File: config.mk
export PLATFORM = sky130hd
export DESIGN_NAME = uart_tx_flat
export DESIGN_NICKNAME = d
export VERILOG_FILES = /design/src/rtl/uart_pkg.sv /design/src/rtl/uart_tx_if.sv /design/src/rtl/uart_tx_fifo.sv /design/src/rtl/uart_tx.sv /design/src/flat_wrapper.sv
export SDC_FILE = /design/constraint.sdc
export NUM_CORES = 1
export LEC_CHECK = 0
export ABC_AREA = 1
export BUFFER_PORTS_ARGS = -buffer_cell sky130_fd_sc_hd__buf_4
export CORE_MARGIN = 2
export CORE_UTILIZATION = 65
export CTS_BUF_LIST = sky130_fd_sc_hd__clkbuf_4 sky130_fd_sc_hd__clkbuf_8
export DETAILED_ROUTE_END_ITERATION = 10
export PLACE_DENSITY = 0.83
export SYNTH_ARGS = -nofsm -noshare
export SYNTH_HDL_FRONTEND = slang
export SYNTH_SLANG_ARGS = --single-unit
File: constraint.sdc
create_clock -name clk_in -period 3.3 [get_ports clk_in]
set_clock_uncertainty 0.05 [all_clocks]
set_input_delay 0.165 -clock clk_in [delete_from_list [all_inputs] [get_ports clk_in]]
set_output_delay 0.165 -clock clk_in [all_outputs]
set_load 0.1 [all_outputs]
File: src/rtl/uart_pkg.sv
// ---------------------------------------------------------------------------
// uart_pkg
// Shared definitions for the UART transmitter and receiver.
//   uart_tx_state_t      : transmitter FSM states
//   UART_DATA_BITS       : data bits per frame
//   uart_cycles_per_bit  : clock cycles per line bit, integer-truncated
// ---------------------------------------------------------------------------
package uart_pkg;

  typedef enum logic [2:0] {
    IDLE   = 3'd0,
    START  = 3'd1,
    DATA   = 3'd2,
    PARITY = 3'd3,
    STOP   = 3'd4
  } uart_tx_state_t;

  localparam int UART_DATA_BITS = 8;

  function automatic int uart_cycles_per_bit(input int clk_freq, input int baud);
    return clk_freq / baud;
  endfunction

endpackage

File: src/rtl/uart_tx_if.sv
// ---------------------------------------------------------------------------
// uart_tx_if
// Byte stream handshake into the UART transmitter.
//   data_in   : byte to transmit
//   valid_in  : data_in valid this cycle
//   ready_out : transmitter can accept a byte; transfer on valid && ready
// Modports: master (byte producer), slave (uart_tx).
// ---------------------------------------------------------------------------
interface uart_tx_if;

  logic [uart_pkg::UART_DATA_BITS-1:0] data_in;
  logic                                valid_in;
  logic                                ready_out;

  modport master (output data_in, output valid_in, input ready_out);
  modport slave  (input data_in, input valid_in, output ready_out);

endinterface

File: src/rtl/uart_tx_fifo.sv
// ---------------------------------------------------------------------------
// uart_tx_fifo
// Synchronous byte FIFO feeding the transmitter. The read port is
// first-word-fall-through: rd_data shows the oldest entry while !empty.
// Pointers carry one extra wrap bit so full and empty are distinguishable.
//   clk_in, rst_in : clock, synchronous active-high reset
//   wr_en, wr_data : write port (ignored while full)
//   rd_en, rd_data : read port (ignored while empty)
//   full, empty    : status from the registered pointers
//   count          : number of stored bytes
// ---------------------------------------------------------------------------
module uart_tx_fifo
  import uart_pkg::*;
#(
  parameter  int FIFO_DEPTH = 16,
  localparam int AW         = $clog2(FIFO_DEPTH)
) (
  input  logic                      clk_in,
  input  logic                      rst_in,
  input  logic                      wr_en,
  input  logic [UART_DATA_BITS-1:0] wr_data,
  input  logic                      rd_en,
  output logic [UART_DATA_BITS-1:0] rd_data,
  output logic                      full,
  output logic                      empty,
  output logic [AW:0]               count
);

  if (FIFO_DEPTH < 2 || (FIFO_DEPTH & (FIFO_DEPTH - 1)) != 0) begin : g_depth_check
    $error("uart_tx_fifo: FIFO_DEPTH must be a power of two and at least 2");
  end

  logic [UART_DATA_BITS-1:0] mem [FIFO_DEPTH];
  logic [AW:0]               wr_ptr;
  logic [AW:0]               rd_ptr;
  logic                      do_wr;
  logic                      do_rd;

  assign do_wr = wr_en && !full;
  assign do_rd = rd_en && !empty;

  assign count   = wr_ptr - rd_ptr;
  assign empty   = (wr_ptr == rd_ptr);
  assign full    = (wr_ptr[AW] != rd_ptr[AW]) && (wr_ptr[AW-1:0] == rd_ptr[AW-1:0]);
  assign rd_data = mem[rd_ptr[AW-1:0]];

  always_ff @(posedge clk_in) begin
    if (rst_in) begin
      wr_ptr <= '0;
      rd_ptr <= '0;
    end else begin
      if (do_wr) wr_ptr <= wr_ptr + 1'b1;
      if (do_rd) rd_ptr <= rd_ptr + 1'b1;
    end
  end

  // Storage holds data only, so it is not reset.
  always_ff @(posedge clk_in) begin
    if (do_wr) mem[wr_ptr[AW-1:0]] <= wr_data;
  end

endmodule

File: src/rtl/uart_tx.sv
// ---------------------------------------------------------------------------
// uart_tx
// UART transmitter: bytes enter through a valid/ready handshake into a FIFO
// and are sent as 8N1 frames (start 0, data LSB first, stop 1), back-to-back
// whenever the FIFO still holds data at the end of a stop bit.
// Optional feature macro: UART_TX_PARITY_EN -- when defined, an even parity
// bit (XOR of the data bits) is inserted before the stop bit (8E1).
// Ports:
//   clk_in      : system clock (CLK_FREQ Hz)
//   rst_in      : synchronous active-high reset
//   tx_bus      : uart_tx_if.slave byte handshake (data_in/valid_in/ready_out)
//   uart_tx_out : registered serial line, idle high
//   busy_out    : high while a frame is on the line or bytes are queued
// ---------------------------------------------------------------------------
module uart_tx
  import uart_pkg::*;
#(
  parameter int CLK_FREQ   = 100_000_000,
  parameter int BAUD_RATE  = 12_000_000,
  parameter int FIFO_DEPTH = 16
) (
  input  logic       clk_in,
  input  logic       rst_in,
  uart_tx_if.slave   tx_bus,
  output logic       uart_tx_out,
  output logic       busy_out
);

  localparam int CYCLES_PER_BIT = uart_cycles_per_bit(CLK_FREQ, BAUD_RATE);
  localparam int CNT_W          = (CYCLES_PER_BIT > 1) ? $clog2(CYCLES_PER_BIT) : 1;
  localparam int IDX_W          = $clog2(UART_DATA_BITS);
  localparam int FAW            = $clog2(FIFO_DEPTH);

  localparam logic [CNT_W-1:0] CNT_LAST = CNT_W'(CYCLES_PER_BIT - 1);
  localparam logic [IDX_W-1:0] IDX_LAST = IDX_W'(UART_DATA_BITS - 1);

  if (CYCLES_PER_BIT < 2) begin : g_cpb_check
    $error("uart_tx: CLK_FREQ / BAUD_RATE must be at least 2");
  end

  uart_tx_state_t            state_q;
  uart_tx_state_t            state_n;
  logic [CNT_W-1:0]          bit_cnt_q;
  logic [IDX_W-1:0]          bit_idx_q;
  logic [UART_DATA_BITS-1:0] shift_q;
  logic                      tx_q;
  logic                      busy_q;
  logic                      bit_last;
  logic                      pop;
  logic                      line_bit;
`ifdef UART_TX_PARITY_EN
  logic                      parity_q;
`endif

  logic [UART_DATA_BITS-1:0] fifo_rd_data;
  logic                      fifo_full;
  logic                      fifo_empty;
  logic [FAW:0]              fifo_count;

  uart_tx_fifo #(
    .FIFO_DEPTH (FIFO_DEPTH)
  ) u_fifo (
    .clk_in  (clk_in),
    .rst_in  (rst_in),
    .wr_en   (tx_bus.valid_in),
    .wr_data (tx_bus.data_in),
    .rd_en   (pop),
    .rd_data (fifo_rd_data),
    .full    (fifo_full),
    .empty   (fifo_empty),
    .count   (fifo_count)
  );

  assign tx_bus.ready_out = !fifo_full;
  assign uart_tx_out      = tx_q;
  assign busy_out         = busy_q;

  assign bit_last = (bit_cnt_q == CNT_LAST);

  // Next state, FIFO pop and the line level for the current bit.
  always_comb begin
    state_n  = state_q;
    pop      = 1'b0;
    line_bit = 1'b1;
    case (state_q)
      IDLE: begin
        if (!fifo_empty) begin
          pop     = 1'b1;
          state_n = START;
        end
      end
      START: begin
        line_bit = 1'b0;
        if (bit_last) state_n = DATA;
      end
      DATA: begin
        line_bit = shift_q[0];
        if (bit_last && bit_idx_q == IDX_LAST) begin
`ifdef UART_TX_PARITY_EN
          state_n = PARITY;
`else
          state_n = STOP;
`endif
        end
      end
`ifdef UART_TX_PARITY_EN
      PARITY: begin
        line_bit = parity_q;
        if (bit_last) state_n = STOP;
      end
`endif
      STOP: begin
        // Chain straight into the next start bit when more data is queued.
        if (bit_last) begin
          if (!fifo_empty) begin
            pop     = 1'b1;
            state_n = START;
          end else begin
            state_n = IDLE;
          end
        end
      end
      default: state_n = IDLE;
    endcase
  end

  // Control registers. The line is registered, so it lags the FSM by one
  // cycle; busy is registered the same way to stay aligned with the line.
  always_ff @(posedge clk_in) begin
    if (rst_in) begin
      state_q   <= IDLE;
      bit_cnt_q <= '0;
      bit_idx_q <= '0;
      tx_q      <= 1'b1;
      busy_q    <= 1'b0;
    end else begin
      state_q <= state_n;
      tx_q    <= line_bit;
      busy_q  <= (state_q != IDLE) || (fifo_count != '0);
      if (state_q == IDLE || bit_last) bit_cnt_q <= '0;
      else                             bit_cnt_q <= bit_cnt_q + 1'b1;
      if (state_q == DATA) begin
        if (bit_last) bit_idx_q <= bit_idx_q + 1'b1;
      end else begin
        bit_idx_q <= '0;
      end
    end
  end

  // Data registers: loaded on pop, shifted right at the end of each data bit.
  always_ff @(posedge clk_in) begin
    if (pop) begin
      shift_q  <= fifo_rd_data;
`ifdef UART_TX_PARITY_EN
      parity_q <= ^fifo_rd_data;
`endif
    end else if (state_q == DATA && bit_last) begin
      shift_q <= {1'b0, shift_q[UART_DATA_BITS-1:1]};
    end
  end

endmodule

File: src/flat_wrapper.sv
// flat-port wrapper written by rule: the top's interface ports become plain ports
module uart_tx_flat import uart_pkg::*;
#(
  parameter int CLK_FREQ   = 100_000_000,
  parameter int BAUD_RATE  = 12_000_000,
  parameter int FIFO_DEPTH = 16
)
  (clk_in, rst_in, uart_tx_out, busy_out, tx_bus_data_in, tx_bus_valid_in, tx_bus_ready_out);
  uart_tx_if tx_bus_i ();
  input  logic clk_in;
  input  logic rst_in;
  output logic uart_tx_out;
  output logic busy_out;
  input wire logic [$bits(tx_bus_i.data_in)-1:0] tx_bus_data_in;
  input wire logic [$bits(tx_bus_i.valid_in)-1:0] tx_bus_valid_in;
  output wire logic [$bits(tx_bus_i.ready_out)-1:0] tx_bus_ready_out;
  assign tx_bus_i.data_in = tx_bus_data_in;
  assign tx_bus_i.valid_in = tx_bus_valid_in;
  assign tx_bus_ready_out = tx_bus_i.ready_out;
  uart_tx #(.CLK_FREQ(CLK_FREQ), .BAUD_RATE(BAUD_RATE), .FIFO_DEPTH(FIFO_DEPTH)) u_core (.clk_in(clk_in), .rst_in(rst_in), .tx_bus(tx_bus_i), .uart_tx_out(uart_tx_out), .busy_out(busy_out));
endmodule
## After elaboration in Yosys (flattened, before gate mapping)

Memory sizes are Yosys's and may differ from the RTL's. A register that Yosys moved wholly into a read port is not among the register bits.
Index checks and enable logic that the tools add are counted.

| storage, ports and cells | value |
|---|---|
| memory bits (read-only) | 0 |
| RAM bits | 128 |
| input port bits | 11 |
| bits in latches | 0 |
| register bits | 29 |
| memories | 1 |

| cells by class | value |
|---|---|
| mux-type cells | 16 |
| bitwise logic cells | 1 |
| multipliers | 0 |
| div/mod/pow operators | 0 |
| shift operators | 0 |
| eq/ne operators | 12 |
| add/sub/neg operators | 5 |
| magnitude comparators | 0 |
| reduce and logical (&&, ||, !) cells | 16 |

Memory list:

| memory | words | bits a word | rd ports | clocked after Yosys merged registers in | wr ports | RTL line | RTL |
|---|---|---|---|---|---|---|---|
| u_core.u_fifo.mem | 16 | 8 | 1 | 1 | 1 | uart_tx_fifo.sv:33 | `logic [UART_DATA_BITS-1:0] mem [FIFO_DEPTH];` |

Operator list:

| kind | count |
|---|---|
| 8-bit two-way mux | 2 |
| 3-bit two-way mux | 4 |
| 3-bit case mux with 4 select lines | 1 |
| 5-bit by 1-bit adder with 5-bit output, second input constant | 2 |
| 3-bit equality test, second input constant | 3 |
| 4-bit two-way mux | 2 |
| 3-bit by 1-bit adder with 3-bit output, second input constant | 2 |
| 2-bit by 1-bit != test with 1-bit output, second input constant | 3 |
| 5-bit equality test | 1 |
| 1-bit logical AND | 5 |
| 1-bit two-way mux | 5 |
| 5-bit nonzero test | 1 |
| 5-bit subtractor | 1 |
| 4-bit equality test | 1 |
| 1-bit case mux with 2 select lines | 2 |
| 4-bit AND reduction | 1 |
| 2-bit OR reduction | 2 |
| 3-bit by 1-bit equality test with 1-bit output, second input constant | 1 |
| 3-bit by 2-bit equality test with 1-bit output, second input constant | 1 |
| 3-bit logical NOT | 1 |
| 3-bit nonzero test | 1 |
| 1-bit logical NOT | 2 |
| 1-bit logical OR | 2 |
| 2-bit != test, second input constant | 1 |
| 3 further kinds | 3 |

## Longest topological paths before layout

| logic depth | value |
|---|---|
| word-level depth | 7 |
| depth in mapped cells | 11 |
| gate-level depth less buffers | 11 |

## By module

Synthesis repeated with hierarchy kept, for this count alone.

| second synthesis, totals | value |
|---|---|
| cells, all modules | 760 |
| area total of the unflattened synthesis | 7365.8 sq um |

Modules (own cells, without submodules):

| module | cells an instance | sequential area each (sq um) | times used | area each (sq um) |
|---|---|---|---|---|
| uart_tx_fifo | 658 | 4124.0 | 1 | 6475.0 |
| uart_tx | 102 | 460.4 | 1 | 890.9 |

## Least setup slack after synthesis

Ideal clock, no wire load.

| timing | value |
|---|---|
| path type | register to register |
| start point | register u_core.u_fifo.rd_ptr[2] |
| end point | memory u_core.u_fifo.mem[0][0], enable pin |
| setup time | 0.370 ns |
| period minus slack after synthesis | 2.453 ns |
| arrival | 2.033 ns |
| required time | 2.880 ns |
| path slack | 0.847 ns |
| stages on the path, launching flop included | 10 |
| buffers on the path | 0 |
| cell sequence | dfxtp_1 inv_1 ha_1 nand2_1 nor2_2 nand2_2 nand2_4 inv_4 nand2_1 nor2_1 |

| on the way | value |
|---|---|
| word-level cells in the longest chain between the ends | 6 |

RTL lines:

| item | RTL line | RTL |
|---|---|---|
| from (decl) | uart_tx_fifo.sv:35 | `logic [AW:0] rd_ptr;` |
| from (signal assigned) | uart_tx_fifo.sv:53 | `if (do_rd) rd_ptr <= rd_ptr + 1'b1;` |
| 4-bit equality test | uart_tx_fifo.sv:44 | `assign full = (wr_ptr[AW] != rd_ptr[AW]) && (wr_ptr[AW-1:0] == rd_ptr[AW-1:0]);` |
| 1-bit logical AND | uart_tx_fifo.sv:44 |  |
| 1-bit logical NOT | n/a |  |
| named net tx_bus_ready_out | flat_wrapper.sv:16 | `output wire logic [$bits(tx_bus_i.ready_out)-1:0] tx_bus_ready_out;` |
| 1-bit logical AND | uart_tx_fifo.sv:39 | `assign do_wr = wr_en && !full;` |
| 1-bit two-way mux | uart_tx_fifo.sv:59 | `if (do_wr) mem[wr_ptr[AW-1:0]] <= wr_data;` |
| 1-bit two-way mux (implied by the code) | uart_tx_fifo.sv:59 |  |
| to (decl) | uart_tx_fifo.sv:33 |  |

The timed path passes the listed nets, and every way through them passes these cells.

## Worst setup path after layout

| timing | value |
|---|---|
| start point | register u_core.u_fifo.rd_ptr[2] |
| end point | memory u_core.u_fifo.mem[13][6], enable pin |

| on the way | value |
|---|---|
| word-level cells in the longest chain between the ends | 6 |

RTL lines:

| item | RTL line |
|---|---|
| 4-bit equality test | uart_tx_fifo.sv:44 |
| 1-bit logical AND | uart_tx_fifo.sv:44 |
| 1-bit logical NOT | uart_tx_fifo.sv:39 |
| 1-bit logical AND | uart_tx_fifo.sv:39 |
| 1-bit two-way mux | uart_tx_fifo.sv:59 |
| 1-bit two-way mux (implied by the code) | uart_tx_fifo.sv:59 |

Every way passes these cells.

==> impl_results.md <==
* Seq/Total Area, Yosys at 0.640
* Slew HR at 0.297
* Hold Startpoint: tx_bus_data_in[1]
* Mapped Cells at 727
* Die Y at 109 um
* Unique cell type count in the Yosys netlist at 29
* Post-CTS sizing at 0
* Clk slew on worst S/H paths at 0.09 ns
* Pin count of the biggest net entering global routing at 68
* Fin. Hold Viols at 0
* Root Buffer: clkbuf_8
* Share of cells above drive strength 1 at 0.0840
* Max Cap Violations at 0
* Crit path cell chain: inv_1 > ha_1 > nand2_1 > nor2_2 > nand2_2 > nand2_4 > inv_4 > nand2_1 > nor2_1
* Wire length per cell at about 17 um
* Crit path required time at 3.34 ns
* WS Path Type: register to register
* Buffers on Ports at 13
* HP Class: input pin to register
* Core area at between 10000 and 15000 um^2
* Max H-tree Level at 4
* Period utilization at 0.773
* Die Wd at about 110 um
* Vias/cell at 5.64
* FFs w/ async S/R, synth at 0
* PD cells at 714 nW/um^2
* YS warnings at 0
* Worst hold path stage count at 1
* CP Launch Type: register
* Most Frequent Cell on Critical Path: nand2_1
* Arrival time at the worst endpoint at 2.59 ns
* ANT cells at 0
* CTS Buf Count at 17
* Initial DRT Pass Iterations at 6
* DRC viols at 0
* CTS tree: yes
* Worst flop-to-flop path endpoint: u_core.u_fifo.mem[13][6]$_DFFE_PP_
* Avg Inst Size Synth at 9.85 um^2
* CTS Hold Buffers Added at 3
* Crit path from: u_core.u_fifo.rd_ptr[2]$_SDFFE_PP0P_
* CTS Sinks at 161
* Top_reg_cell synth: edfxtp_1
* Initial Util at 0.663
* Grt ovf at 0
* Post-synth net total at 751
* Full die area at 11900 um^2
* Dpl cells at between 800 and 900
* Number of flops mapped to enable cells by yosys at 136
* Initial drt markers at approximately 530
* Min Tclk post-route at 2.55 ns
* RSZ-0062 raised after global routing: false
* VDD IR max at 630 uV
* Rows at 38
* Vias in the first global route at 4694
* Clock Latency Late Sink at roughly 0.46 ns
* Post-CTS setup buffers at 0
* Final Cell Area at between 7000 and 8000 um^2
* CP Buf/Inv Count at 2
* DRT antenna net count at 0
* Total Wirelength at 15300 um
* R2R Setup Slk at ~0.75 ns
* Measured slew at the worst slew-check pin at 1.04 ns
* Final setup violation count at 0
* CTS Buffer Depth at 2
* Status: completed
* Io pins at 14
* Reg2Reg Depth at 9
* Final nets at 761
* Reg2reg start: u_core.u_fifo.rd_ptr[2]$_SDFFE_PP0P_
* Placed Area at 7300 um^2
* Synthesized area at 7160 um^2
* Critical Path Fanout Max at 8
* GP Congestion at a little under 1
* Worst setup EP type: register
* Via count at 5021
* Final Non-Filler Cells at 890
* Total global-route track usage at 0.279
* Slowest cell delay on critical path at 0.60 ns
* Initial antenna violation count at 0
* Placed wire-length estimate at 9880 um
* Delay-heaviest family, CP: simple AND/OR/NAND/NOR gates
* Syn-to-layout area delta at 8.32%
* First-pass GRT wire length at 23700 um
* Worst Hold Endpoint: u_core.u_fifo.mem[3][1]$_DFFE_PP_
* Pwr Total at 5540 uW
* Leak at roughly 0.0033 uW
* Crit-path slowest cell: nor2_1
* Max Fclk at 0.392 GHz
* Final Max Tran Viols at 0
* Flops & latches, synth at roughly 160
* Setup TNS at 0 ns
flip-flops by register name (all words and copies together), names as in the netlist, named ones only:
| register | flops |
|---|---|
| u_core.u_fifo.mem | 128 |
| u_core.shift_q | 8 |
| u_core.u_fifo.rd_ptr | 5 |
| u_core.u_fifo.wr_ptr | 5 |
| u_core.bit_cnt_q | 3 |
| u_core.bit_idx_q | 3 |
| u_core.state_q | 3 |
| u_core.busy_out | 1 |
| u_core.uart_tx_out | 1 |
worst max path at each step:
stage                                    endpoint  slack [ns]  cells after the start
2_1_floorplan   u_core.u_fifo.mem[0][0]$_DFFE_PP_        0.85                      9
3_3_place_gp   u_core.u_fifo.mem[13][4]$_DFFE_PP_        0.96                      9
3_5_place_dp    u_core.u_fifo.mem[1][4]$_DFFE_PP_        0.84                      9
4_1_cts        u_core.u_fifo.mem[13][6]$_DFFE_PP_        0.81                      9
5_1_grt        u_core.u_fifo.mem[13][5]$_DFFE_PP_        0.49                      9
6_report       u_core.u_fifo.mem[13][6]$_DFFE_PP_        0.75                      9
metal layers:
layer / wire, um / global-route usage / up-vias / part of all wire
li1: - / - / 2372 / -
met5: 0 / 0 / - / 0
met3: 1580 / 0.0729 / 56 / 0.10
met1: 5920 / 0.374 / 2291 / 0.39
met4: 600 / 0.110 / 0 / 0.039
met2: 7230 / 0.439 / 302 / 0.47
power breakdown:
group          total [uW]  switching, uW  internal (uW)
logic                1580           1160            417
registers            2420           60.2           2360
clock network        1540            749            793
cell usage after synthesis, types with 4 or more instances:
| cell type | n | area, um^2 |
|---|---|---|
| nor2_1 | 34 | 128 |
| buf_2 | 14 | 70.1 |
| edfxtp_1 | 136 | 4080 |
| a21oi_1 | 20 | 100 |
| clkbuf_1 | 6 | 22.5 |
| inv_1 | 111 | 417 |
| nand2_1 | 218 | 818 |
| o21ai_0 | 9 | 45.0 |
| dfxtp_1 | 25 | 500 |
| nand3_1 | 102 | 510 |
| ha_1 | 13 | 163 |
| xnor2_1 | 4 | 35.0 |
| xor2_1 | 4 | 35.0 |
kinds of logic after synthesis:
kind of cell    Yosys count  synth area share
flops                   161             0.640
compound gates           37            0.0299
fa+ha+maj                13            0.0227
simple gates            364             0.214
xor+xnor                  8           0.00978
buf+inv                 144            0.0832
cells in the final DEF (no fill, tap or decap), drive strengths merged:
master and instances:
a21oi 23, buf 15, bufinv 3, clkbuf 19, clkinv 4, clkinvlp 2
dfxtp 25, dlygate4sd3 3, edfxtp 136, ha 13, inv 121, nand2 224
nand3 102, nand4 3, nor2 35, o211ai 3, o21ai 10, o21bai 1
xnor2 4, xor2 4
worst register-to-register path: cells and delay by family (launching register included):
kind / cells / cell delay, ns
flops: 1 / 0.42
simple gates: 6 / 1.22
buf+inv: 2 / 0.17
fa+ha+maj: 1 / 0.33
per-stage QoR:
step | setup WS, ns | hold WS, ns | util
3_5_place_dp | 0.839 | 0.362 | 0.676
5_1_grt | 0.491 | 0.0109 | 0.719
4_1_cts | 0.809 | 0.00995 | 0.719
3_3_place_gp | 0.959 | 0.356 | 0.676
6_report | 0.750 | 0.0330 | 0.719
2_1_floorplan | 0.847 | 0.184 | -
final cells by class:
cell class | instances | area (um^2)
Clock buffer | 19 | 255
Timing Repair Buffer | 18 | 143
Inverter | 117 | 443
Tap cell | 140 | 175
Multi-Input combinational cell | 422 | 1980
Sequential cell | 161 | 4590
Clock inverter | 13 | 174
Fill cell | 733 | 3040
No activity file was read; power rests on OpenSTA's default activity.
